[config.mk]
export PLATFORM = sky130hd
export DESIGN_NAME = alerta_sonoro
export DESIGN_NICKNAME = d
export VERILOG_FILES = /design/src/rtl/alerta_sonoro_pkg.sv /design/src/rtl/alerta_sonoro_filtro.sv /design/src/rtl/alerta_sonoro.sv
export SDC_FILE = /design/constraint.sdc
export NUM_CORES = 1
export LEC_CHECK = 0
export CORE_UTILIZATION = 45
export DETAILED_ROUTE_END_ITERATION = 7
export HOLD_SLACK_MARGIN = 0.12
export PLACE_DENSITY = 0.63
export SYNTH_ARGS = -nofsm -noshare
export SYNTH_HDL_FRONTEND = slang
export SYNTH_SLANG_ARGS = --single-unit
export TNS_END_PERCENT = 20
[constraint.sdc]
create_clock -name clock -period 2.78 [get_ports clock]
set_clock_uncertainty 0.2 [all_clocks]
set_input_delay 0.278 -clock clock [delete_from_list [all_inputs] [get_ports clock]]
set_output_delay 0.278 -clock clock [all_outputs]
set_load 0.05 [all_outputs]
[src/rtl/alerta_sonoro_pkg.sv]
// ---------------------------------------------------------------------------
// alerta_sonoro_pkg
// Shared definitions for the headlight-warning chime driver.
//   estado_t : FSM state encoding (3 bits) used by alerta_sonoro
//   max3     : helper that sizes the shared state timer from the largest
//              of the three interval parameters
// ---------------------------------------------------------------------------
package alerta_sonoro_pkg;

   // Chime FSM states: idle, beeping, gap between beeps, gap between
   // bursts, and muted by the driver.
   typedef enum logic [2:0] {
      OCIOSO    = 3'd0,
      BIPE      = 3'd1,
      INTERVALO = 3'd2,
      PAUSA     = 3'd3,
      MUDO      = 3'd4
   } estado_t;

   // Largest of three values, used to size the single timer that is
   // reused by the BIPE, INTERVALO and PAUSA states.
   function automatic int unsigned max3(input int unsigned a,
                                        input int unsigned b,
                                        input int unsigned c);
      int unsigned m;
      m = a;
      if (b > m) m = b;
      if (c > m) m = c;
      return m;
   endfunction

endpackage

[src/rtl/alerta_sonoro_filtro.sv]
// ---------------------------------------------------------------------------
// filtro_entrada
// Two-flop synchronizer followed by a debounce filter for one raw level.
// The filtered output only follows the synchronized input once the two
// have disagreed for DEB consecutive cycles.
// Ports:
//   clock   in  system clock, rising edge
//   reset   in  synchronous active-high reset, clears all flops
//   entrada in  raw asynchronous level
//   saida   out filtered level
// ---------------------------------------------------------------------------
module filtro_entrada #(
   parameter int unsigned DEB = 50000
) (
   input  logic clock,
   input  logic reset,
   input  logic entrada,
   output logic saida
);

   localparam int CW = $clog2(DEB) + 1;
   localparam logic [CW-1:0] FIM_DEB = CW'(DEB - 1);

   logic          sync1_q, sync1_d;
   logic          sync2_q, sync2_d;
   logic          filt_q,  filt_d;
   logic [CW-1:0] cnt_q,   cnt_d;

   // Next-state for the synchronizer chain and the debounce counter.
   // The counter only advances while the synchronized level disagrees
   // with the filtered one; any cycle of agreement starts it over, so a
   // short glitch never reaches the output. When the DEB-th disagreeing
   // cycle is seen, the filtered level flips and the counter restarts.
   always_comb begin
      sync1_d = entrada;
      sync2_d = sync1_q;
      filt_d  = filt_q;
      cnt_d   = '0;
      if (sync2_q != filt_q) begin
         if (cnt_q == FIM_DEB) begin
            filt_d = sync2_q;
         end else begin
            cnt_d = cnt_q + CW'(1);
         end
      end
   end

   // Register everything; reset returns the chain and filter to zero.
   always_ff @(posedge clock) begin
      if (reset) begin
         sync1_q <= 1'b0;
         sync2_q <= 1'b0;
         filt_q  <= 1'b0;
         cnt_q   <= '0;
      end else begin
         sync1_q <= sync1_d;
         sync2_q <= sync2_d;
         filt_q  <= filt_d;
         cnt_q   <= cnt_d;
      end
   end

   assign saida = filt_q;

endmodule

[src/rtl/alerta_sonoro.sv]
// ---------------------------------------------------------------------------
// alerta_sonoro
// Piezo chime driver for the headlight warning. The filtered warning starts
// bursts of N_BIPES tone beeps separated by short gaps, with a long pause
// between bursts. A rising edge on the silence button mutes the chime until
// the warning clears.
// Ports:
//   clock     in  system clock, rising edge
//   reset     in  synchronous active-high reset, clears all state
//   alerta    in  raw warning level (1 = warning)
//   silenciar in  silence button level, rising edge acts
//   buzzer    out tone output to the piezo driver
//   ativo     out 1 while a burst pattern runs (BIPE/INTERVALO/PAUSA)
//   mudo      out 1 while muted
// ---------------------------------------------------------------------------
module alerta_sonoro
   import alerta_sonoro_pkg::*;
#(
   parameter int unsigned DEB         = 50000,
   parameter int unsigned DIV_TOM     = 12500,
   parameter int unsigned T_LIGADO    = 5000000,
   parameter int unsigned T_DESLIGADO = 2500000,
   parameter int unsigned N_BIPES     = 3,
   parameter int unsigned T_PAUSA     = 25000000
) (
   input  logic clock,
   input  logic reset,
   input  logic alerta,
   input  logic silenciar,
   output logic buzzer,
   output logic ativo,
   output logic mudo
);

   localparam int unsigned T_MAX = max3(T_LIGADO, T_DESLIGADO, T_PAUSA);
   localparam int TW = $clog2(T_MAX) + 1;
   localparam int DW = $clog2(DIV_TOM) + 1;
   localparam int BW = $clog2(N_BIPES) + 1;

   localparam logic [TW-1:0] FIM_LIGADO    = TW'(T_LIGADO - 1);
   localparam logic [TW-1:0] FIM_DESLIGADO = TW'(T_DESLIGADO - 1);
   localparam logic [TW-1:0] FIM_PAUSA     = TW'(T_PAUSA - 1);
   localparam logic [DW-1:0] FIM_TOM       = DW'(DIV_TOM - 1);
   localparam logic [BW-1:0] ULTIMO_BIPE   = BW'(N_BIPES - 1);

   logic          alerta_f;
   logic          subida_silenciar;

   estado_t       estado_q,        estado_d;
   logic [TW-1:0] timer_q,         timer_d;
   logic [DW-1:0] tom_q,           tom_d;
   logic [BW-1:0] bipes_q,         bipes_d;
   logic          buzzer_q,        buzzer_d;
   logic          ativo_q,         ativo_d;
   logic          mudo_q,          mudo_d;
   logic          silenciar_ant_q, silenciar_ant_d;

   filtro_entrada #(
      .DEB(DEB)
   ) u_filtro_alerta (
      .clock  (clock),
      .reset  (reset),
      .entrada(alerta),
      .saida  (alerta_f)
   );

   assign subida_silenciar = silenciar & ~silenciar_ant_q;

   // FSM next state, counters and outputs. The warning dropping wins over
   // everything and sends us idle at once (no beep is allowed to finish).
   // Next comes a fresh press of the silence button, which only matters
   // while a burst is running. Only then do the timers drive the pattern.
   // Every state entry clears the timer and the tone divider, and the
   // buzzer value is computed for the state being entered so that the
   // registered outputs line up with the registered state.
   always_comb begin
      estado_d        = estado_q;
      timer_d         = timer_q;
      tom_d           = tom_q;
      bipes_d         = bipes_q;
      buzzer_d        = buzzer_q;
      silenciar_ant_d = silenciar;

      if (!alerta_f) begin
         estado_d = OCIOSO;
         timer_d  = '0;
         tom_d    = '0;
         bipes_d  = '0;
         buzzer_d = 1'b0;
      end else if (subida_silenciar &&
                   (estado_q == BIPE || estado_q == INTERVALO ||
                    estado_q == PAUSA)) begin
         estado_d = MUDO;
         timer_d  = '0;
         tom_d    = '0;
         bipes_d  = '0;
         buzzer_d = 1'b0;
      end else begin
         case (estado_q)
            OCIOSO: begin
               estado_d = BIPE;
               timer_d  = '0;
               tom_d    = '0;
               bipes_d  = '0;
               buzzer_d = 1'b1;
            end
            BIPE: begin
               if (timer_q == FIM_LIGADO) begin
                  timer_d  = '0;
                  tom_d    = '0;
                  buzzer_d = 1'b0;
                  if (bipes_q == ULTIMO_BIPE) begin
                     estado_d = PAUSA;
                     bipes_d  = '0;
                  end else begin
                     estado_d = INTERVALO;
                     bipes_d  = bipes_q + BW'(1);
                  end
               end else begin
                  timer_d = timer_q + TW'(1);
                  if (tom_q == FIM_TOM) begin
                     tom_d    = '0;
                     buzzer_d = ~buzzer_q;
                  end else begin
                     tom_d = tom_q + DW'(1);
                  end
               end
            end
            INTERVALO: begin
               buzzer_d = 1'b0;
               if (timer_q == FIM_DESLIGADO) begin
                  estado_d = BIPE;
                  timer_d  = '0;
                  tom_d    = '0;
                  buzzer_d = 1'b1;
               end else begin
                  timer_d = timer_q + TW'(1);
               end
            end
            PAUSA: begin
               buzzer_d = 1'b0;
               if (timer_q == FIM_PAUSA) begin
                  estado_d = BIPE;
                  timer_d  = '0;
                  tom_d    = '0;
                  buzzer_d = 1'b1;
               end else begin
                  timer_d = timer_q + TW'(1);
               end
            end
            MUDO: begin
               buzzer_d = 1'b0;
            end
            default: begin
               estado_d = OCIOSO;
               timer_d  = '0;
               tom_d    = '0;
               bipes_d  = '0;
               buzzer_d = 1'b0;
            end
         endcase
      end

      ativo_d = (estado_d == BIPE) || (estado_d == INTERVALO) ||
                (estado_d == PAUSA);
      mudo_d  = (estado_d == MUDO);
   end

   // Single register stage for the FSM, its counters and all outputs.
   always_ff @(posedge clock) begin
      if (reset) begin
         estado_q        <= OCIOSO;
         timer_q         <= '0;
         tom_q           <= '0;
         bipes_q         <= '0;
         buzzer_q        <= 1'b0;
         ativo_q         <= 1'b0;
         mudo_q          <= 1'b0;
         silenciar_ant_q <= 1'b0;
      end else begin
         estado_q        <= estado_d;
         timer_q         <= timer_d;
         tom_q           <= tom_d;
         bipes_q         <= bipes_d;
         buzzer_q        <= buzzer_d;
         ativo_q         <= ativo_d;
         mudo_q          <= mudo_d;
         silenciar_ant_q <= silenciar_ant_d;
      end
   end

   assign buzzer = buzzer_q;
   assign ativo  = ativo_q;
   assign mudo   = mudo_q;

endmodule
# --- Yosys cells after proc, flatten, opt, wreduce, memory -nomap -nowiden ---
# Index checks and enable logic that the tools add are counted.
totals:
  register_bits: 71
  output_inout_bits: 3
  word_cells: 78
  inputBits: 4
classes:
  eq_ne: 19
  reduce_logical: 12
  n_mux: 24
  add_sub_neg: 4
  bitwise: 7
op_table:
  columns: ["operator", "count"]
  rows:
  - ["26-bit case mux with 4 select lines", 1]
  - ["26-bit 2-to-1 mux", 3]
  - ["15-bit 2-to-1 mux", 4]
  - ["15-bit case mux with 4 select lines", 1]
  - ["26-bit by 1-bit adder with 26-bit output, second input constant", 1]
  - ["26-bit by 22-bit equality test with 1-bit output, second input constant", 1]
  - ["26-bit by 23-bit equality test with 1-bit output, second input constant", 1]
  - ["26-bit by 25-bit equality test with 1-bit output, second input constant", 1]
  - ["3-bit 2-to-1 mux", 7]
  - ["17-bit by 1-bit adder with 17-bit output, second input constant", 1]
  - ["17-bit by 16-bit equality test with 1-bit output, second input constant", 1]
  - ["15-bit by 1-bit adder with 15-bit output, second input constant", 1]
  - ["15-bit by 14-bit equality test with 1-bit output, second input constant", 1]
  - ["3-bit by 2-bit equality test with 1-bit output, second input constant", 5]
  - ["3-bit case mux with 5 select lines", 1]
  - ["3-bit OR reduction", 3]
  - ["3-bit by 1-bit equality test with 1-bit output, second input constant", 2]
  - ["3-bit equality test, second input constant", 2]
  - ["2-bit by 1-bit != test with 1-bit output, second input constant", 3]
  - ["1-bit NOT", 6]
  - ["3-bit case mux with 2 select lines", 1]
  - ["1-bit 2-to-1 mux", 5]
  - ["1-bit logical OR", 4]
  - ["1-bit case mux with 4 select lines", 1]
  - ["other kinds (8)", 9]

# --- Longest topological paths before layout ---
# Gate-level depths: netlist of the first run.
depth:
  ltp_word: 9
  ltp_mapped: 9
  ltp_nobuf: 7

# --- Modules after synthesis ---
# From an unflattened synthesis of the first run, not the netlist that was laid out.
hier_totals:
  hier_cells: 459
  area_unflattened_um2: 3817.4
by_module_without_submodules:
  columns: ["mod", "n_inst", "cells_each", "area_per_inst_um2", "seq_area_each_um2"]
  rows:
  - ["alerta_sonoro", 1, 361, 2947.8, 1021.0]
  - ["filtro_entrada", 1, 98, 869.6, 400.4]

# --- Worst setup path before layout of the first run ---
# OpenSTA, ideal clock, no wires.
synth_path:
  path_kind: "flip-flop to flip-flop"
  from: "register timer_q[16]"
  to: "register timer_q[16]"
  arrival_ps: 2266
  path_stages_with_launch: 10
  n_path_buf: 3
  required_ps: 2460
  setup_ps: 120
  synth_period_minus_slack_ps: 2586
  slack_ps: 194
  cell_sequence: "dfxtp_1 -> buf_6 -> or4_4 -> or4_4 -> o21ai_4 -> o22a_1 -> buf_6 -> buf_8 -> nor2_1 -> a211o_1"
synth_via:
  elab_chain_len: 3
  elab_cells_between_ends: 8
  cone_classes: "1 x add/sub; 3 x eq/ne; 4 x mux"
synth_lines:
  columns: ["item", "line_no", "text"]
  rows:
  - ["start, declared", "alerta_sonoro.sv:50", "logic [TW-1:0] timer_q, timer_d;"]
  - ["start signal, assigned", "alerta_sonoro.sv:182", "timer_q <= timer_d;"]
  - ["26-bit by 1-bit adder with 26-bit output, or another cell as far along", "alerta_sonoro.sv:120, alerta_sonoro.sv:137, alerta_sonoro.sv:148", null]
  - ["26-bit 2-to-1 mux, on equally long branches", "alerta_sonoro.sv:142, alerta_sonoro.sv:108, alerta_sonoro.sv:131", null]
  - ["26-bit case mux with 4 select lines *", "alerta_sonoro.sv:99", "case (estado_q)"]
# Mark *: on every way between the ends. The rest lies on a longest branch, timed or not.
# A chain may end at the register's enable or synchronous reset.

# --- Worst setup path in the final report of the first run ---
layout_path:
  from: "register timer_q[12]"
  to: "register timer_q[7]"
layout_via:
  elab_chain_len: 3
  elab_cells_between_ends: 7
  cone_classes: "3 x eq/ne; 4 x mux"
layout_lines:
  columns: ["item", "line_no", "text"]
  rows:
  - ["26-bit by 25-bit equality test with 1-bit output, or another cell as far along", "alerta_sonoro.sv:142", "if (timer_q == FIM_PAUSA) begin"]
  - ["26-bit 2-to-1 mux, on equally long branches", "alerta_sonoro.sv:142, alerta_sonoro.sv:108, alerta_sonoro.sv:131", null]
  - ["26-bit case mux with 4 select lines *", "alerta_sonoro.sv:99", null]
# Marked as above.

==> metrics.txt, run 1 <==
Worst Setup EP=timer_q[7]; Post-layout nets=478; TritonCTS Buffers=9; hold_buf cts=0; Max FO, Critical Path=21; post_cts resized=0; crit path launch type=flop; Worst-path clk slew=about 0.07 ns; initial antenna violation count=0; syn_nets=461; clock sink count=between 70 and 80; gpl congestion=slightly below 0.9; GRT Util Overall=20.7%; H-Tree Depth=3; Max Fclk=373 MHz; Crit path max-delay family=simple AND/OR/NAND/NOR gates; # Max-Cap Violations=0; PortBufs=6; required time worst endpoint=about 2.8 ns; Root Buffer=clkbuf_8; WP data arrival=approximately 2.7 ns; EDFF count, synth=0; drt first pass iters=4; reg-to-reg slack, setup=roughly 0.096 ns; layout filler cell count=~760; Die H=91.6 µm; # IOs=7; Initial Util=between 40% and 50%; Pleak=between 0.001 and 0.0015 µW; Slew headroom=between 50% and 60%; period utilisation layout=96.5%; post-synthesis cell area=roughly 3600 µm²; Syn Area/Cell=between 7 and 8 µm²; CP dominant cell by count=or4_4; # Post-CTS Setup Buffers=0; ant diodes=0; Via Count=around 3,300; Ys Warns=0; Die Width=about 92 µm; crit-path cells=or4_4 -> or4_4 -> o21ai_4 -> o22a_1 -> buf_4 -> nor3_1 -> a211o_1; full die area=about 8400 µm²; Max clock buf depth=2; share of cells above drive strength 1=9.07%; worst path bufs/invs=1; vias in the first global route=~3,000; Worst R2R Path Depth=7; Max IR drop VDD=0.257 mV; Largest stage delay, worst path=around 0.56 ns; drt via density=around 5.7; sum of negative setup slack=0 ns; area grow syn2layout=10.6%; Synth Register Bits=slightly above 70; post-DP HPWL=about 5.8 mm; CTS tree=done; WL per Instance=about 14 µm; Post-route DRC=0; core area=between 7000 and 8000 µm²; first-pass GRT wire length=13.9 mm; largest net degree at the start of global routing=22; status=completed; measured slew at the worst slew-check pin=a little over 0.6 ns; PD cells=roughly 430 nW/µm²; fin crit period=between 2 and 3 ns; flip-flop cell with the highest count after synthesis=dfxtp_1; Worst Hold Launch=u_filtro_alerta.sync1_q; DRT antenna net count=0; origin of the worst setup path=timer_q[12]; asr flop ratio synth=0%; kind of critical path=reg -> reg; sequential share of the synthesized area=39.3%; Mapped Cells=roughly 450; Hold WC Path Type=reg -> reg; final hold slack=~0.23 ns; DRT iter0 DRCs=about 130; FP Rows=32; RSZ-0062 raised after global routing=false; Final Setup Violations=0; Final Hold Violating Endpoints=0; Max Slew Vio Count=0; stages on the worst setup path=7; Reg2Reg Launch Point=timer_q[12]; endpoint type of the worst setup path=flop; overall routed net length=between 8 and 9 mm; CP max-delay cell=or4_4; Worst-Skew Late Latency=approximately 0.34 ns; Synth cell types=58; total grt overflow=0; reg2reg end=timer_q[7]
## per-layer routing
metal / track usage [%] / routed length (µm) / vias up
li1: - / - / 1668
met1: 26.4 / 4030 / 1536
met2: 34.5 / 3780 / 45
met3: 3.40 / 185 / 11
met4: 8.73 / 144 / 0
met5: 0 / 0 / -
## kinds of logic (layout without fill, tap and decap cells)
| family | Yosys count | in the layout | synth area share (%) |
|---|---|---|---|
| and+or+nand+nor | 232 | 232 | 33.3 |
| AOI/OAI and AO/OA | 94 | 94 | 16.2 |
| DFF | 71 | 71 | 39.3 |
| buffers and inverters | 29 | 49 | 4.01 |
| xor gates and xnor gates | 23 | 23 | 5.57 |
| adders and majority gates | 3 | 3 | 1.04 |
| muxes | 2 | 2 | 0.554 |
## metrics by stage
stage | utilization [%] | power, µW | cell area, µm² | setup WS (ns) | std cells
finish | 51.5 | 1700 | 4000 | 0.0961 | 576
global placement | 49.5 | 1050 | 3850 | 0.173 | 562
floorplan | - | 1050 | 3610 | 0.194 | 454
global route | 51.5 | 1780 | 4000 | 0.0124 | 576
detailed placement | 49.5 | 1060 | 3850 | 0.128 | 562
CTS | 51.5 | 1730 | 4000 | 0.117 | 576
## area by class of cell
| class | count | area [µm²] | share of cell area, % |
|---|---|---|---|
| Clock buffer | 9 | 124 | 3.10 |
| Clock inverter | 5 | 27.5 | 0.689 |
| Inverter | 11 | 41.3 | 1.03 |
| Multi-Input combinational cell | 354 | 2050 | 51.2 |
| Sequential cell | 71 | 1420 | 35.6 |
| Tap cell | 102 | 128 | 3.19 |
| Timing Repair Buffer | 24 | 208 | 5.20 |
## synthesized netlist by cell type, types with 3 or more instances
cell type   n  share of area [%]
nor3_1     15                2.1
nand4_1    14                2.4
nand4b_1    4               0.97
dfxtp_1    71                 39
xor2_1     12                2.9
nor2b_1     6                1.0
xnor2_1    11                2.7
o21ai_1     7               0.97
and4_1      5                1.2
a31oi_1    10                1.7
a21oi_1    13                1.8
or2_2       4               0.69
a21o_1     11                2.3
nand2_1    50                5.2
nor2_1     59                6.1
and3_1      7                1.2
or3_1       6                1.0
nor4_1      8                1.4
inv_1      11                1.1
nand2b_1    5               0.87
nor3b_1     5                1.0
and2_1      3               0.52
buf_6       3               0.93
or4_1       4               0.83
o21ai_0    32                4.4
clkbuf_1   11                1.1
ha_1        3                1.0
nand3_1    23                3.2
## report_power, final
group | leakage (µW) | switching (µW) | total [µW] | internal, µW
sequential | 0.000572 | 0.976 | 1020 | 1020
combinational | 0.000692 | 5.37 | 11.6 | 6.21
clock | 0.0000805 | 364 | 671 | 307
total | 0.00134 | 370 | 1700 | 1330
## registers in the layout, summed over array words and instances (netlist names), 3 cells and up
register,count
bipes_q,3
estado_q,3
timer_q,26
tom_q,15
u_filtro_alerta.cnt_q,17
## worst register-to-register path, delay by kind of cell (launching register included)
kind / cells / cell delay [ns]
simple gates: 3 / 1.20
flops: 1 / 0.36
compound gates: 3 / 0.58
buf+inv: 1 / 0.25
## layout by cell type, fill, tap and decap left out, drive strengths merged, types with 8 or more instances in the layout
cell / synthesis / routed
xnor2: 11 / 11
a21o: 11 / 11
xor2: 12 / 12
nor3: 15 / 15
clkbuf: 11 / 9
dfxtp: 71 / 71
nor2: 60 / 60
nand4: 14 / 14
a31oi: 10 / 10
inv: 11 / 11
a21oi: 13 / 13
nand2: 50 / 50
buf: 7 / 18
nor4: 8 / 8
nand3: 23 / 23
o21ai: 40 / 40
## worst min path at each step
stage                              end  slack (ns)  cells past startpoint
6_report       u_filtro_alerta.sync2_q        0.23                      1
5_1_grt        u_filtro_alerta.sync2_q        0.25                      1
4_1_cts        u_filtro_alerta.sync2_q        0.24                      1
3_5_place_dp   u_filtro_alerta.sync2_q        0.23                      1
3_3_place_gp   u_filtro_alerta.sync2_q        0.22                      1
2_1_floorplan          silenciar_ant_q        0.15                      1
(Power assumes the default switching activity.)
==> run 2: changes to the inputs <==
--- a/config.mk
+++ b/config.mk
@@ -11,5 +11,6 @@
 export PLACE_DENSITY = 0.63
 export SYNTH_ARGS = -nofsm -noshare
 export SYNTH_HDL_FRONTEND = slang
+export SYNTH_HIERARCHICAL = 1
 export SYNTH_SLANG_ARGS = --single-unit
 export TNS_END_PERCENT = 20
==> run 2 against run 1 <==
Non-clock buffer count increased by 11. First-iteration DRC count is 58% higher. Synthesized area up 5.6%. Global-route usage increased by 1.8 points. Sequential power is essentially flat. Via count up 9.9%. Fmax is 0.14% higher. Critical path depth decreased by 1. Critical endpoint is now timer_q[2]. Largest power group unchanged.
==> metrics.txt, run 2 <==
status=completed; drt first pass iters=6; EDFF count, synth=0; Root Buffer=clkbuf_8; Mapped Cells=roughly 460; endpoint type of the worst setup path=flop; Pleak=0.00138 µW; worst path bufs/invs=0; vias in the first global route=approximately 3,200; Worst R2R Path Depth=6; CP max-delay cell=o41a_2; flip-flop cell with the highest count after synthesis=dfxtp_1; # Max-Cap Violations=0; Hold WC Path Type=reg -> reg; reg-to-reg slack, setup=0.1 ns; clock sink count=between 70 and 80; overall routed net length=9.28 mm; max reg flops=26; Max clock buf depth=2; PD cells=459 nW/µm²; TritonCTS Buffers=9; final core occ=a little over half; share of cells above drive strength 1=between 10% and 20%; Synth area leader=dfxtp_1; Reg2Reg Launch Point=timer_q[14]; Final Setup Violations=0; gr busiest metal=met2; gpl congestion=slightly above 0.9; Worst-path clk slew=0.09 ns; drt via density=around 6; WL per Instance=around 16 µm; sum of negative setup slack=0 ns; post-synthesis cell area=around 3800 µm²; M2 GR Usage=around 35%; Synth Register Bits=71; crit-path cells=nor4bb_1 -> nand4_1 -> o41a_2 -> nand3_1 -> nand2_1 -> a22o_1; H-Tree Depth=3; asr flop ratio synth=0%; measured slew at the worst slew-check pin=around 0.66 ns; area grow syn2layout=13.3%; Top reg by flops=timer_q; sequential share of the synthesized area=between 30% and 40%; Worst-Skew Late Latency=0.35 ns; Min-Delay Endpoint=u_filtro_alerta/sync2_q; # Post-CTS Setup Buffers=0; GRT Util Overall=around 22%; first-pass GRT wire length=approximately 15 mm; Ys Warns=6; Via Count=between 3,000 and 4,000; post-DP HPWL=approximately 6.5 mm; required time worst endpoint=2.83 ns; reg2reg end=timer_q[2]; Post-route DRC=0; Post-layout nets=492; initial antenna violation count=0; Die H=94.1 µm; Synth cell types=66; syn_nets=roughly 470; PortBufs=6; Largest stage delay, worst path=0.59 ns; total grt overflow=0; largest registers=timer_q (26), u_filtro_alerta/cnt_q (17), tom_q (15); crit path launch type=flop; Die Width=around 94 µm; FP Rows=33; dpl cell area=roughly 4000 µm²; Slew headroom=56.1%; core area=between 8000 and 9000 µm²; commonest cells after routing, fill and taps aside=dfxtp_1 (71), nand2_1 (53), nor2_1 (42), nand3_1 (28), buf_4 (28); Min-Delay Path Depth=1; Max FO, Critical Path=11; DRT iter0 DRCs=about 200; period utilisation layout=between 90% and 100%; met1 Use GR=roughly 30%; ranking of synthesized cells by area=dfxtp_1 (37%), nand2_1 (5.2%), nor2_1 (4.2%); Final Hold Violating Endpoints=0; DRT antenna net count=0; Syn Area/Cell=8.32 µm²; share of the synthesized area in the top cell type=between 30% and 40%; full die area=slightly below 9000 µm²; kind of critical path=reg -> reg; met3 Track Usage GR=between 3 and 4%; Crit path max-delay family=simple AND/OR/NAND/NOR gates; Max IR drop VDD=0.260 mV; WP data arrival=between 2 and 3 ns; RSZ-0062 raised after global routing=true; largest net degree at the start of global routing=19; CTS tree=done; top-count cell post-synth=dfxtp_1; final instance area=4330 µm²; hold_buf cts=0; commonest non-fill, non-tap cell in the layout=dfxtp_1; ant diodes=0; Initial Util=approximately 46%; Max Slew Vio Count=0; fin crit period=between 2 and 3 ns; Max Fclk=roughly 370 MHz; final total power=1990 µW; # IOs=7; Worst Hold Launch=u_filtro_alerta/sync1_q; synth cell count leaders=dfxtp_1 (71), nand2_1 (53), nor2_1 (43)
## run 2: cell types whose count changed after synthesis, sizes merged, moves of 6 or more
cell and delta:
buf +6, nand3b +6, nor2 -17, a21o -8, o21ai -25, a21oi +7
## run 2: final cells by class
cell class	instances	area, µm²
inverter	9	33.8
sequential	71	1420
tap	105	131
clock buffer	9	124
multi-input combinational	359	2220
timing repair buffer	35	290
clock inverter	7	105
fill	781	3890
## run 2: logic make-up after synthesis
family / synth area share, %
AOI/OAI and AO/OA: 17.5
buffers and inverters: 4.88
DFF: 37.2
adders and majority gates: 0.983
muxes: 0.262
and+or+nand+nor: 33.9
xor gates and xnor gates: 5.28
## run 2: layer usage
metal | wire [µm] | up-vias
li1 | - | 1754
met1 | 4270 | 1686
met2 | 4190 | 119
met3 | 538 | 24
met4 | 286 | 0
met5 | 0 | -
## run 2: what timing repair did
item | CTS | global route
endpoints found under the hold margin | 0 | 0
resized for setup | 0 | 2
endpoints found under the setup margin | 0 | 15
## run 2: how the worst max path moves through the flow
stage	endpoint	slack [ns]	cells after the start	start
final	timer_q[2]	0.1	6	timer_q[14]
after global placement	timer_q[6]	0.18	8	timer_q[11]
after floorplan	timer_q[6]	0.35	8	timer_q[9]
after detailed placement	timer_q[6]	0.10	8	timer_q[14]
after CTS	timer_q[6]	0.08	8	timer_q[14]
after global routing	timer_q[2]	-0.03	6	timer_q[11]
## run 2: stage by stage
step	worst slack [ns]	instances	hold WS, ns
after floorplan	0.354	459	0.150
after global placement	0.181	579	0.216
after detailed placement	0.102	579	0.244
after CTS	0.0814	595	0.259
after global routing	-0.0284	595	0.282
final	0.0999	595	0.254
## run 2: power by group
part | switching (µW) | total (µW) | internal, µW
sequential | 1.52 | 1020 | 1020
combinational | 6.20 | 13.7 | 7.54
clock | 436 | 953 | 517
total | 443 | 1990 | 1540
==> run 3: changes to the inputs <==
--- a/config.mk
+++ b/config.mk
@@ -7,7 +7,7 @@
 export LEC_CHECK = 0
 export CORE_UTILIZATION = 45
 export DETAILED_ROUTE_END_ITERATION = 7
-export HOLD_SLACK_MARGIN = 0.12
+export HOLD_SLACK_MARGIN = 0.1
 export PLACE_DENSITY = 0.63
 export SYNTH_ARGS = -nofsm -noshare
 export SYNTH_HDL_FRONTEND = slang
==> results of run 3 <==
No change in the layout: final DEF, timing and power equal those of run 2.
